### src/rtl/sseg_scan_monitor.sv
// sseg_scan_monitor
//
// Purpose:
//   Watches the far end of a multiplexed 7-segment bus driven by the
//   square-rotator display. It synchronizes and debounces the bus, decodes
//   the lit digit and glyph back into the rotator's 3-bit position code,
//   tracks step direction and a signed step count, and flags illegal bus
//   states. It is used for on-board self-check and as a reusable monitor.
//
// Parameters:
//   STABLE_CYCLES  consecutive identical synchronized samples required
//                  before a bus state is accepted (1..255)
//   STEP_W         width of the step counter
//
// Ports:
//   clk          system clock
//   rst          asynchronous, active-high reset
//   an[7:0]      digit enables, active-low, asynchronous to clk
//   sseg[7:0]    segment pattern, active-low, {dp,g,f,e,d,c,b,a}
//   pos          last accepted position code
//   pos_known    at least one legal position accepted since reset
//   pos_stb      one-cycle pulse: pos updated to a new value
//   dir_cw       direction of the last legal step (1 = increment)
//   step_cnt     +1 per cw step, -1 per ccw step, modulo 2^STEP_W
//   err_pattern  one-cycle pulse: single digit lit, but illegal glyph/digit
//   err_multi    one-cycle pulse: more than one digit lit
//   err_skip     one-cycle pulse: position jumped by more than +/-1 (mod 8)

module sseg_scan_monitor #(
  parameter int STABLE_CYCLES = 4,
  parameter int STEP_W        = 16
) (
  input  logic              clk,
  input  logic              rst,
  input  logic [7:0]        an,
  input  logic [7:0]        sseg,
  output logic [2:0]        pos,
  output logic              pos_known,
  output logic              pos_stb,
  output logic              dir_cw,
  output logic [STEP_W-1:0] step_cnt,
  output logic              err_pattern,
  output logic              err_multi,
  output logic              err_skip
);

  // Glyphs the rotator draws: a small square in the upper or lower half.
  localparam logic [7:0] GLYPH_UPPER = 8'b1001_1100;
  localparam logic [7:0] GLYPH_LOWER = 8'b1010_0011;

  localparam logic [7:0]        STABLE_MAX = 8'(STABLE_CYCLES);
  localparam logic [STEP_W-1:0] STEP_ONE   = {{(STEP_W-1){1'b0}}, 1'b1};

  typedef enum logic [1:0] {
    BUS_BLANK,
    BUS_MULTI,
    BUS_BAD,
    BUS_POS
  } bus_class_t;

  logic [15:0] sync1;
  logic [15:0] sync2;
  logic [15:0] prev;
  logic [7:0]  stable_cnt;
  logic        accept;

  logic [7:0]  an_s;
  logic [7:0]  seg_s;
  logic [7:0]  lit;
  logic        lit_multi;
  logic [2:0]  digit;
  logic [2:0]  new_pos;
  logic [2:0]  delta;
  bus_class_t  bus_class;

  // Two-flop synchronizer on the whole {an,sseg} word plus a one-sample
  // history. Everything resets to the all-off bus so start-up looks blank.
  // The stability counter starts saturated so nothing is accepted until the
  // bus actually changes and then settles.
  always_ff @(posedge clk or posedge rst) begin
    if (rst) begin
      sync1      <= 16'hFFFF;
      sync2      <= 16'hFFFF;
      prev       <= 16'hFFFF;
      stable_cnt <= STABLE_MAX;
    end else begin
      sync1 <= {an, sseg};
      sync2 <= sync1;
      prev  <= sync2;
      if (sync2 != prev) begin
        stable_cnt <= 8'd0;
      end else if (stable_cnt < STABLE_MAX) begin
        stable_cnt <= stable_cnt + 8'd1;
      end
    end
  end

  // The counter passes through STABLE_CYCLES-1 exactly once per stable run
  // before saturating, so accept is a single-cycle event per bus state.
  assign accept = (sync2 == prev) && (stable_cnt == STABLE_MAX - 8'd1);

  assign an_s      = sync2[15:8];
  assign seg_s     = sync2[7:0];
  assign lit       = ~an_s;
  assign lit_multi = (lit & (lit - 8'd1)) != 8'd0;

  // Index of the lit digit; only meaningful when exactly one bit is set.
  always_comb begin
    digit = 3'd0;
    for (int i = 0; i < 8; i++) begin
      if (lit[i]) begin
        digit = 3'(i);
      end
    end
  end

  // Map the accepted bus state onto a class and, for legal states, the
  // rotator position. Upper squares walk digits 3..0 as positions 0..3,
  // lower squares walk digits 0..3 as positions 4..7.
  always_comb begin
    bus_class = BUS_BLANK;
    new_pos   = 3'd0;
    if (lit == 8'd0) begin
      bus_class = BUS_BLANK;
    end else if (lit_multi) begin
      bus_class = BUS_MULTI;
    end else if (seg_s == GLYPH_UPPER && !digit[2]) begin
      bus_class = BUS_POS;
      new_pos   = 3'd3 - digit;
    end else if (seg_s == GLYPH_LOWER && !digit[2]) begin
      bus_class = BUS_POS;
      new_pos   = 3'd4 + digit;
    end else begin
      bus_class = BUS_BAD;
    end
  end

  // Modulo-8 distance from the current position: 1 is a cw step,
  // 7 a ccw step, 0 no movement, anything else a skip.
  assign delta = new_pos - pos;

  // Position tracking and pulse generation. Pulses default low every cycle
  // so each one is exactly one clock wide.
  always_ff @(posedge clk or posedge rst) begin
    if (rst) begin
      pos         <= 3'd0;
      pos_known   <= 1'b0;
      pos_stb     <= 1'b0;
      dir_cw      <= 1'b1;
      step_cnt    <= '0;
      err_pattern <= 1'b0;
      err_multi   <= 1'b0;
      err_skip    <= 1'b0;
    end else begin
      pos_stb     <= 1'b0;
      err_pattern <= 1'b0;
      err_multi   <= 1'b0;
      err_skip    <= 1'b0;
      if (accept) begin
        case (bus_class)
          BUS_MULTI: err_multi   <= 1'b1;
          BUS_BAD:   err_pattern <= 1'b1;
          BUS_POS: begin
            if (!pos_known) begin
              pos       <= new_pos;
              pos_known <= 1'b1;
              pos_stb   <= 1'b1;
            end else if (delta == 3'd1) begin
              pos      <= new_pos;
              pos_stb  <= 1'b1;
              dir_cw   <= 1'b1;
              step_cnt <= step_cnt + STEP_ONE;
            end else if (delta == 3'd7) begin
              pos      <= new_pos;
              pos_stb  <= 1'b1;
              dir_cw   <= 1'b0;
              step_cnt <= step_cnt - STEP_ONE;
            end else if (delta != 3'd0) begin
              pos      <= new_pos;
              pos_stb  <= 1'b1;
              err_skip <= 1'b1;
            end
          end
          default: ;
        endcase
      end
    end
  end

endmodule

### config.mk
export PLATFORM = sky130hd
export DESIGN_NAME = sseg_scan_monitor
export DESIGN_NICKNAME = d
export VERILOG_FILES = /design/src/rtl/sseg_scan_monitor.sv
export SDC_FILE = /design/constraint.sdc
export NUM_CORES = 1
export LEC_CHECK = 0
export CORE_MARGIN = 4
export CORE_UTILIZATION = 40
export CTS_CLUSTER_SIZE = 25
export DETAILED_ROUTE_END_ITERATION = 10
export RECOVER_POWER = 50
export SLEW_MARGIN = 20
export SYNTH_ARGS = -nofsm -noshare
export SYNTH_HDL_FRONTEND = slang
export SYNTH_SLANG_ARGS = --single-unit
### constraint.sdc
create_clock -name clk -period 16.5 [get_ports clk]
set_clock_uncertainty 0.1 [all_clocks]
set_input_delay 2.475 -clock clk [delete_from_list [all_inputs] [get_ports clk]]
set_output_delay 2.475 -clock clk [all_outputs]
set_load 0.1 [all_outputs]
# --- Word level (Yosys, flattened, before mapping) ---
# Index checks and enable logic that the tools add are counted.
classes:
  add_sub_neg: 7
  magnitude_cmp: 1
  eq_ne: 11
  mux: 40
  bitwise: 2
  reduce_logical: 12
op_table:
  columns: ["cell", "n"]
  rows:
  - ["$mux 3", 14]
  - ["$mux 16", 2]
  - ["$mux 1", 20]
  - ["$add 16x1->16 const B", 1]
  - ["$eq 16x16->1", 1]
  - ["$eq 8x8->1 const B", 2]
  - ["$mux 8", 2]
  - ["$ne 16x16->1", 1]
  - ["$sub 16x1->16 const B", 1]
  - ["$add 8x1->8 const B", 1]
  - ["$and 8x8->8", 1]
  - ["$eq 8x2->1 const B", 1]
  - ["$logic_not 8->1", 1]
  - ["$lt 8x3->1 const B", 1]
  - ["$not 8->8", 1]
  - ["$reduce_bool 8->1", 1]
  - ["$sub 8x1->8 const B", 1]
  - ["$eq 2x2->1 const B", 2]
  - ["$mux 2", 2]
  - ["$ne 4x1->1 const B", 1]
  - ["$reduce_and 4->1", 1]
  - ["$reduce_bool 2->1", 2]
  - ["$add 3x3->3 const A", 1]
  - ["$eq 3x1->1 const B", 1]
  - ["other kinds (9)", 11]
totals:
  ff_bits: 81
  in_bits: 18
  output_inout_bits: 25

# --- Longest topological paths before layout ---
# Gate-level depths: netlist (run 1).
depth:
  ltp_word: 22
  mapped_depth: 22
  mapped_depth_nobuf: 21

# --- Least setup slack after synthesis (run 1) ---
# OpenSTA, ideal clock, no wires.
synth_path:
  path_kind: "register to register"
  startpoint: "register sync2[10]"
  endpoint: "register step_cnt[15]"
  setup_ns: 0.158
  arrival_time_ns: 5.006
  required_ns: 16.242
  setup_slack_ns: 11.236
  path_stages_with_launch: 22
  n_path_buf: 1
  path_cell_list: "dfstp_2 buf_4 inv_1 o21ai_0 a21boi_0 o21ai_0 mux2i_1 nand3_1 ha_1 fa_1 xnor2_1 or4_4 a21o_1 or2_2 ha_1 a21o_1 a221o_1 a31oi_1 a31o_2 mux2i_1 nand4_1 xnor2_1"
synth_between:
  elab_chain_cells: 16
synth_rtl:
  columns: ["element", "line", "rtl"]
  rows:
  - ["start, declared", "62", "logic [15:0] sync2;"]
  - ["start signal, assigned", "88", "sync2 <= sync1;"]
  - ["$not 8->8", "104", "assign lit = ~an_s;"]
  - ["$mux 3 (6 in a row)", "111", "if (lit[i]) begin"]
  - ["$add 3x3->3", "132", "new_pos = 3'd4 + digit;"]
  - ["$mux 3", "130", "end else if (seg_s == GLYPH_LOWER && !digit[2]) begin"]
  - ["$mux 3", "127", "end else if (seg_s == GLYPH_UPPER && !digit[2]) begin"]
  - ["$mux 3", "125", "end else if (lit_multi) begin"]
  - ["$mux 3", "123", "if (lit == 8'd0) begin"]
  - ["$sub 3x3->3", "140", "assign delta = new_pos - pos;"]
  - ["$eq 3x1->1 / $eq 3x3->1 (equally long branches)", "168, 173", null]
  - ["$reduce_bool 2->1 (no source line)", null, null]
  - ["$reduce_and 4->1 (no source line)", null, null]
  - ["end signal, assigned", "172", "step_cnt <= step_cnt + STEP_ONE;"]
  - ["end signal, assigned", "177", "step_cnt <= step_cnt - STEP_ONE;"]
  - ["end, declared", "41", "output logic [STEP_W-1:0] step_cnt,"]
# Several ways; a longest one is shown, not always the timed one.
# A chain may end at the register's enable or synchronous reset.

==> flow_summary.toml, run 1 <==
[synthesis]
ys_async_sr_fraction_pct = 100
ys_seq_elements = 81
syn_area_per_cell_um2 = 12.4
synth-edff-count = 0
netlist_area_mm2 = 0.00390
syn-num-nets = 352
synth_flop_cell = "dfstp_2"
synthCells = 314
synth_cell_types = 58
synth.yosys.seq_area_share_pct = 53.6
ys_warn_count = 0

[sta]
min_period_ps = 6320
rsz0062_at_grt = "false"
final-setup-viol-count = 0
worst_slew_pin_slew_ps = 2690
min_period_over_period_pct = 38.3
slew_headroom_pct = -79.4
fmax_ghz = 0.158
hold_violations = 0
drv_slew = 57
tns_ps = 0

[clocking]
cts_resized = 0
clockBufferDepth = 2
clk_latency_ps = 360
root_buffer = "clkbuf_8"
cts-buffers-inserted = 9
cts_sinks = 81
cts_tree = "built"
cts_hold_buf = 0
path_clk_slew_ps = 90
postCtsSetupBuffers = 0
htree_num_levels = 3

[drt]
num_vias = 2441
drt_iter0_markers = 74
wl_per_cell_um = 13.7
wirelength_mm = 6.75
ant_nets = 0
drt-vias-per-instance = 4.94
drc_errors = 0
drtPass1Iterations = 4

[place]
port-buffer-count = 42
place.gp.congestion = 0.836
detailed_place.area_mm2 = 0.00442
dp_hpwl_mm = 4.77

[grt]
use_met1_pct = 16.6
grtUsageTotal_pct = 12.4
grt_pass1_vias = 2288
grt_max_degree = 82
grt_first_pass_wirelength_mm = 11.0
grt.busiest_layer = "met2"
grtUsageMet3_pct = 3.61
grtUsageMet2_pct = 18.5
antenna_found_initial = 0
grt_overflow = 0

[floorplan]
die-area_mm2 = 0.0114
die_w_um = 107
num_io_pins = 43
coreArea_mm2 = 0.00937
initial_core_util_pct = 41.6
die_y_um = 107
rows = 35

[power_and_ir_drop]
p_comb_share_pct = 4.0
clkPwrFrac_pct = 41.5
p_int_mw = 0.304
p_switching_mw = 0.0898
p_leak_nw = 1.93
power.density_mw_per_mm2 = 84.6
power_switching_share_pct = 22.8
vdd.ir_drop.worst_mv = 0.0623
seqPwrFrac_pct = 54.5

[status]
violations = "max-capacitance violations, max-slew violations"
status = "finished with violations"

[layout]
nFillCells = 877
regArea_mm2 = 0.00209
nNetsFinal = 398
area_growth_pct = 19.1
layout_commonest_cell = "dfstp_2"
multi_input_area_mm2 = 0.00170
drive_above_1_share_pct = 20.0
antenna_cells = 0
layout_common_cells = "34 x dfstp_2, 31 x dfrtp_1, 30 x xnor2_1"
design_area_mm2 = 0.00465

[worst_setup_path]
cp_top_family = "buffers and inverters"
critPathMostFrequentCell = "clkbuf_1"
max_stage_delay_ps = 1990
crit_path_cell_trace = "dlygate4sd3_1 > clkinvlp_2 > clkbuf_1 > clkbuf_1"
arrival_ps = 6110
crit_type = "in2async"
crit_fanout = 56
crit_buf_inv = 4
critPathSlowestCell = "clkbuf_1"
start_kind = "input port"
worstPathRequired_ps = 16290
cp-end-kind = "async pin"

[min_path]
hold_class = "reg2reg"

[flow_run]
cap_violations = 1
sequential cells by signal, indices dropped and copies added, names as in the netlist:
signal and flops:
dir_cw 1, err_multi 1, err_pattern 1, err_skip 1, pos 3, pos_known 1
pos_stb 1, prev 16, stable_cnt 8, step_cnt 16, sync1 16, sync2 16
path summary, 6_finish.rpt:
kind,from,to,slack (ps),cells past startpoint
max in group clk,sync2[10]$_DFF_PP1_,step_cnt[15]$_DFFE_PP0P_,10780,20
min in group asynchronous,rst,step_cnt[1]$_DFFE_PP0P_,2940,3
worst max register to register,sync2[10]$_DFF_PP1_,step_cnt[15]$_DFFE_PP0P_,10780,20
worst min register to register,sync1[11]$_DFF_PP1_,sync2[11]$_DFF_PP1_,260,0
worst max-delay path,rst,err_multi$_DFF_PP0_,10180,4
worst min-delay path,sync1[11]$_DFF_PP1_,sync2[11]$_DFF_PP1_,260,0
area by class of cell:
| type | instances | share of cell area (%) |
|---|---|---|
| Clock inverter | 7 | 2.21 |
| Inverter | 11 | 0.915 |
| Multi-Input combinational cell | 212 | 36.5 |
| Tap cell | 129 | 3.47 |
| Sequential cell | 81 | 45.0 |
| Clock buffer | 9 | 2.67 |
| Timing Repair Buffer | 45 | 9.29 |
power by group through the flow:
stage	clock (mW)	combinational [mW]	sequential [mW]
floorplan	0	0.0130	0.215
global placement	0	0.0171	0.218
detailed placement	0	0.0172	0.219
CTS	0.169	0.0173	0.215
global route	0.180	0.0180	0.215
finish	0.163	0.0158	0.214
worst register-to-register path, stage by stage, from the launching register on:
cell      delay, ps
dfstp_1         800
inv_1           110
o21ai_0         150
a21boi_0         90
o21ai_0         220
mux2i_1         210
nand3_1         110
ha_1            220
fa_1            370
xnor2_1         150
or4_4           550
a21o_1          220
or2_2           450
ha_1            380
a21o_1          220
a221o_1         290
a31oi_1         280
a31o_2          220
mux2i_1         180
nand4_1         130
xnor2_1         150
per-layer routing:
metal / vias to the layer above / part of all wire (%)
met5: - / 0
met3: 12 / 4.1
met1: 1175 / 49
li1: 1217 / -
met4: 0 / 2.1
met2: 37 / 45
through the flow:
step	instances	utilization [%]	worst slack [ps]	hold WS (ps)	total power, mW
4_1_cts	493	49.6	10910	255	0.402
5_1_grt	494	49.6	9270	265	0.413
3_5_place_dp	477	47.2	10940	247	0.236
6_report	494	49.6	10180	261	0.393
3_3_place_gp	477	47.2	11020	245	0.235
2_1_floorplan	314	-	11240	245	0.229
kinds of logic (layout without fill, tap and decap cells):
logic type      after synthesis  after routing  share of synthesized area (%)
fa+ha+maj                    21             21                           7.06
buf+inv                      21             72                           2.98
simple gates                 76             76                           11.9
flops                        81             81                           53.6
xor+xnor                     35             35                           7.86
compound gates               59             59                           10.1
mux                          21             21                           6.61
cells in the mapped netlist (7+ instances only):
cell,number,area share (%)
nand2_1,13,1.3
mux2i_1,7,1.8
dfstp_2,50,34
o21ai_0,14,1.8
ha_1,18,5.8
nand3_1,9,1.2
and2_1,7,1.1
inv_1,11,1.1
mux2_4,8,3.1
a21oi_1,16,2.1
nor2_1,9,0.87
xnor2_1,30,6.7
dfrtp_1,31,20
No activity file was read; power rests on OpenSTA's default activity.
==> run 2: changes to the inputs <==
==> constraint.sdc (replaced) <==
create_clock -name clk -period 6.13 [get_ports clk]
set_clock_uncertainty 0.1 [all_clocks]
set_input_delay 0.9195 -clock clk [delete_from_list [all_inputs] [get_ports clk]]
set_output_delay 0.9195 -clock clk [all_outputs]
set_load 0.1 [all_outputs]
==> flow_summary.toml, run 2 (synthesized netlist as in run 1, its figures left out) <==
[layout]
multi_input_area_mm2 = 0.00170
area_growth_pct = 18.8
drive_above_1_share_pct = 20.5
nNetsFinal = 398
layout_commonest_cell = "dfstp_2"
nFillCells = 870
final_core_util_pct = 49.5
layout_common_cells = "35 x dfstp_2, 31 x dfrtp_1, 30 x xnor2_1"
regArea_mm2 = 0.00209
antenna_cells = 0

[power_and_ir_drop]
clkPwrFrac_pct = 39.7
power_mw = 1.03
p_switching_mw = 0.239
vdd.ir_drop.worst_mv = 0.168
p_leak_nw = 1.93
power_switching_share_pct = 23.3
power.density_mw_per_mm2 = 221
p_comb_share_pct = 4.1
p_int_mw = 0.787
seqPwrFrac_pct = 56.2

[sta]
fmax_ghz = 0.180
holdWs_ps = 260
min_period_ps = 5560
slew_headroom_pct = -73.8
final-setup-viol-count = 0
hold_violations = 0
min_period_over_period_pct = 90.8
postLayoutSetupSlackWorst_ps = 565
rsz0062_at_grt = "false"
tns_ps = 0
drv_slew = 54
worst_slew_pin_slew_ps = 2610

[drt]
drt_iter0_markers = 121
drtPass1Iterations = 4
highest_layer = "met4"
ant_nets = 0
met1Wirelength_mm = 3.20
wl_met2_mm = 3.12
drc_errors = 0
dr_wl_met3_um = 327
num_vias = 2454
wl_per_cell_um = 13.8
wirelength_mm = 6.80
drt-vias-per-instance = 4.97

[clocking]
clockBufferDepth = 2
cts_resized = 0
path_clk_slew_ps = 90
cts_tree = "built"
root_buffer = "clkbuf_8"
clk_latency_ps = 350
htree_num_levels = 3
postCtsSetupBuffers = 0
cts_sinks = 81
cts_hold_buf = 0
cts-buffers-inserted = 9

[place]
dp_hpwl_mm = 4.77
port-buffer-count = 42
dp_slack_ps = 569
place.gp.congestion = 0.836

[worst_setup_path]
crit_type = "reg2reg"
arrival_ps = 5710
worstPathRequired_ps = 6280
critPathSlowestCell = "dfstp_2"
crit_fanout = 17
crit_buf_inv = 1
start_kind = "flip-flop"
crit_path_cell_trace = "inv_1 > o21ai_0 > a21boi_0 > o21ai_0 > mux2i_1 > nand3_1 > ha_1 > fa_1 > xnor2_1 > or4_4 > a21o_1 > or2_2 > ha_1 > a21o_1 > a221o_1 > a31oi_1 > a31o_2 > mux2i_1 > nand4_1 > xnor2_1"
max_stage_delay_ps = 670
cp-end-kind = "flip-flop"
cp_top_family = "compound AO/OA/AOI/OAI gates"

[floorplan]
rows = 35
die_y_um = 107
die_w_um = 107
initial_core_util_pct = 41.6
coreArea_mm2 = 0.00937
die-area_mm2 = 0.0114
num_io_pins = 43

[grt]
grt_first_pass_wirelength_mm = 10.9
grt_max_degree = 82
grt_overflow = 0
grt_pass1_vias = 2250
antenna_found_initial = 0
grtUsageTotal_pct = 12.2

[status]
status = "finished with violations"
violations = "max-capacitance violations, max-slew violations"

[flow_run]
cap_violations = 2

[min_path]
hold_class = "reg2reg"
run 2: layout make-up:
class | count | area share (%)
sequential | 81 | 45.1
clock inverter | 6 | 1.59
clock buffer | 10 | 2.97
multi-input combinational | 212 | 36.6
inverter | 11 | 0.918
tap | 129 | 3.48
timing repair buffer | 45 | 9.39
run 2: path summary, 6_finish.rpt:
path                                      from                        to  slack (ps)  cells past startpoint
min in group asynchronous                  rst   step_cnt[6]$_DFFE_PP0P_        1440                      3
max                        sync2[10]$_DFF_PP1_  step_cnt[15]$_DFFE_PP0P_         570                     20
min                        sync1[11]$_DFF_PP1_       sync2[11]$_DFF_PP1_         260                      0
min reg2reg                sync1[11]$_DFF_PP1_       sync2[11]$_DFF_PP1_         260                      0
max reg2reg                sync2[10]$_DFF_PP1_  step_cnt[15]$_DFFE_PP0P_         570                     20
max in group asynchronous                  rst  step_cnt[14]$_DFFE_PP0P_        1370                      4
run 2: through the flow:
stage | instances | instance area, um2
final | 494 | 4640
after global routing | 494 | 4640
after CTS | 493 | 4640
after detailed placement | 477 | 4420
after global placement | 477 | 4420
after floorplan | 314 | 3900
run 2: layer usage:
metal  vias up  global-route usage [%]
met3        12                    3.07
met1      1182                    16.1
met4         0                    5.94
met2        51                    18.5
met5         -                       0
li1       1209                       -
run 2: power groups by stage:
stage | Sequential [mW] | Clock (mW) | Combinational, mW
floorplan | 0.580 | 0 | 0.0351
global placement | 0.588 | 0 | 0.0460
detailed placement | 0.588 | 0 | 0.0464
CTS | 0.579 | 0.424 | 0.0465
global route | 0.579 | 0.450 | 0.0481
finish | 0.577 | 0.407 | 0.0426
==> run 3: changes to the inputs <==
--- a/config.mk
+++ b/config.mk
@@ -5,6 +5,7 @@
 export SDC_FILE = /design/constraint.sdc
 export NUM_CORES = 1
 export LEC_CHECK = 0
+export ABC_CLOCK_PERIOD_IN_PS = 6130
 export CORE_MARGIN = 4
 export CORE_UTILIZATION = 40
 export CTS_CLUSTER_SIZE = 25
==> results of run 3 <==
No change in the layout: final DEF, timing and power equal those of run 2.
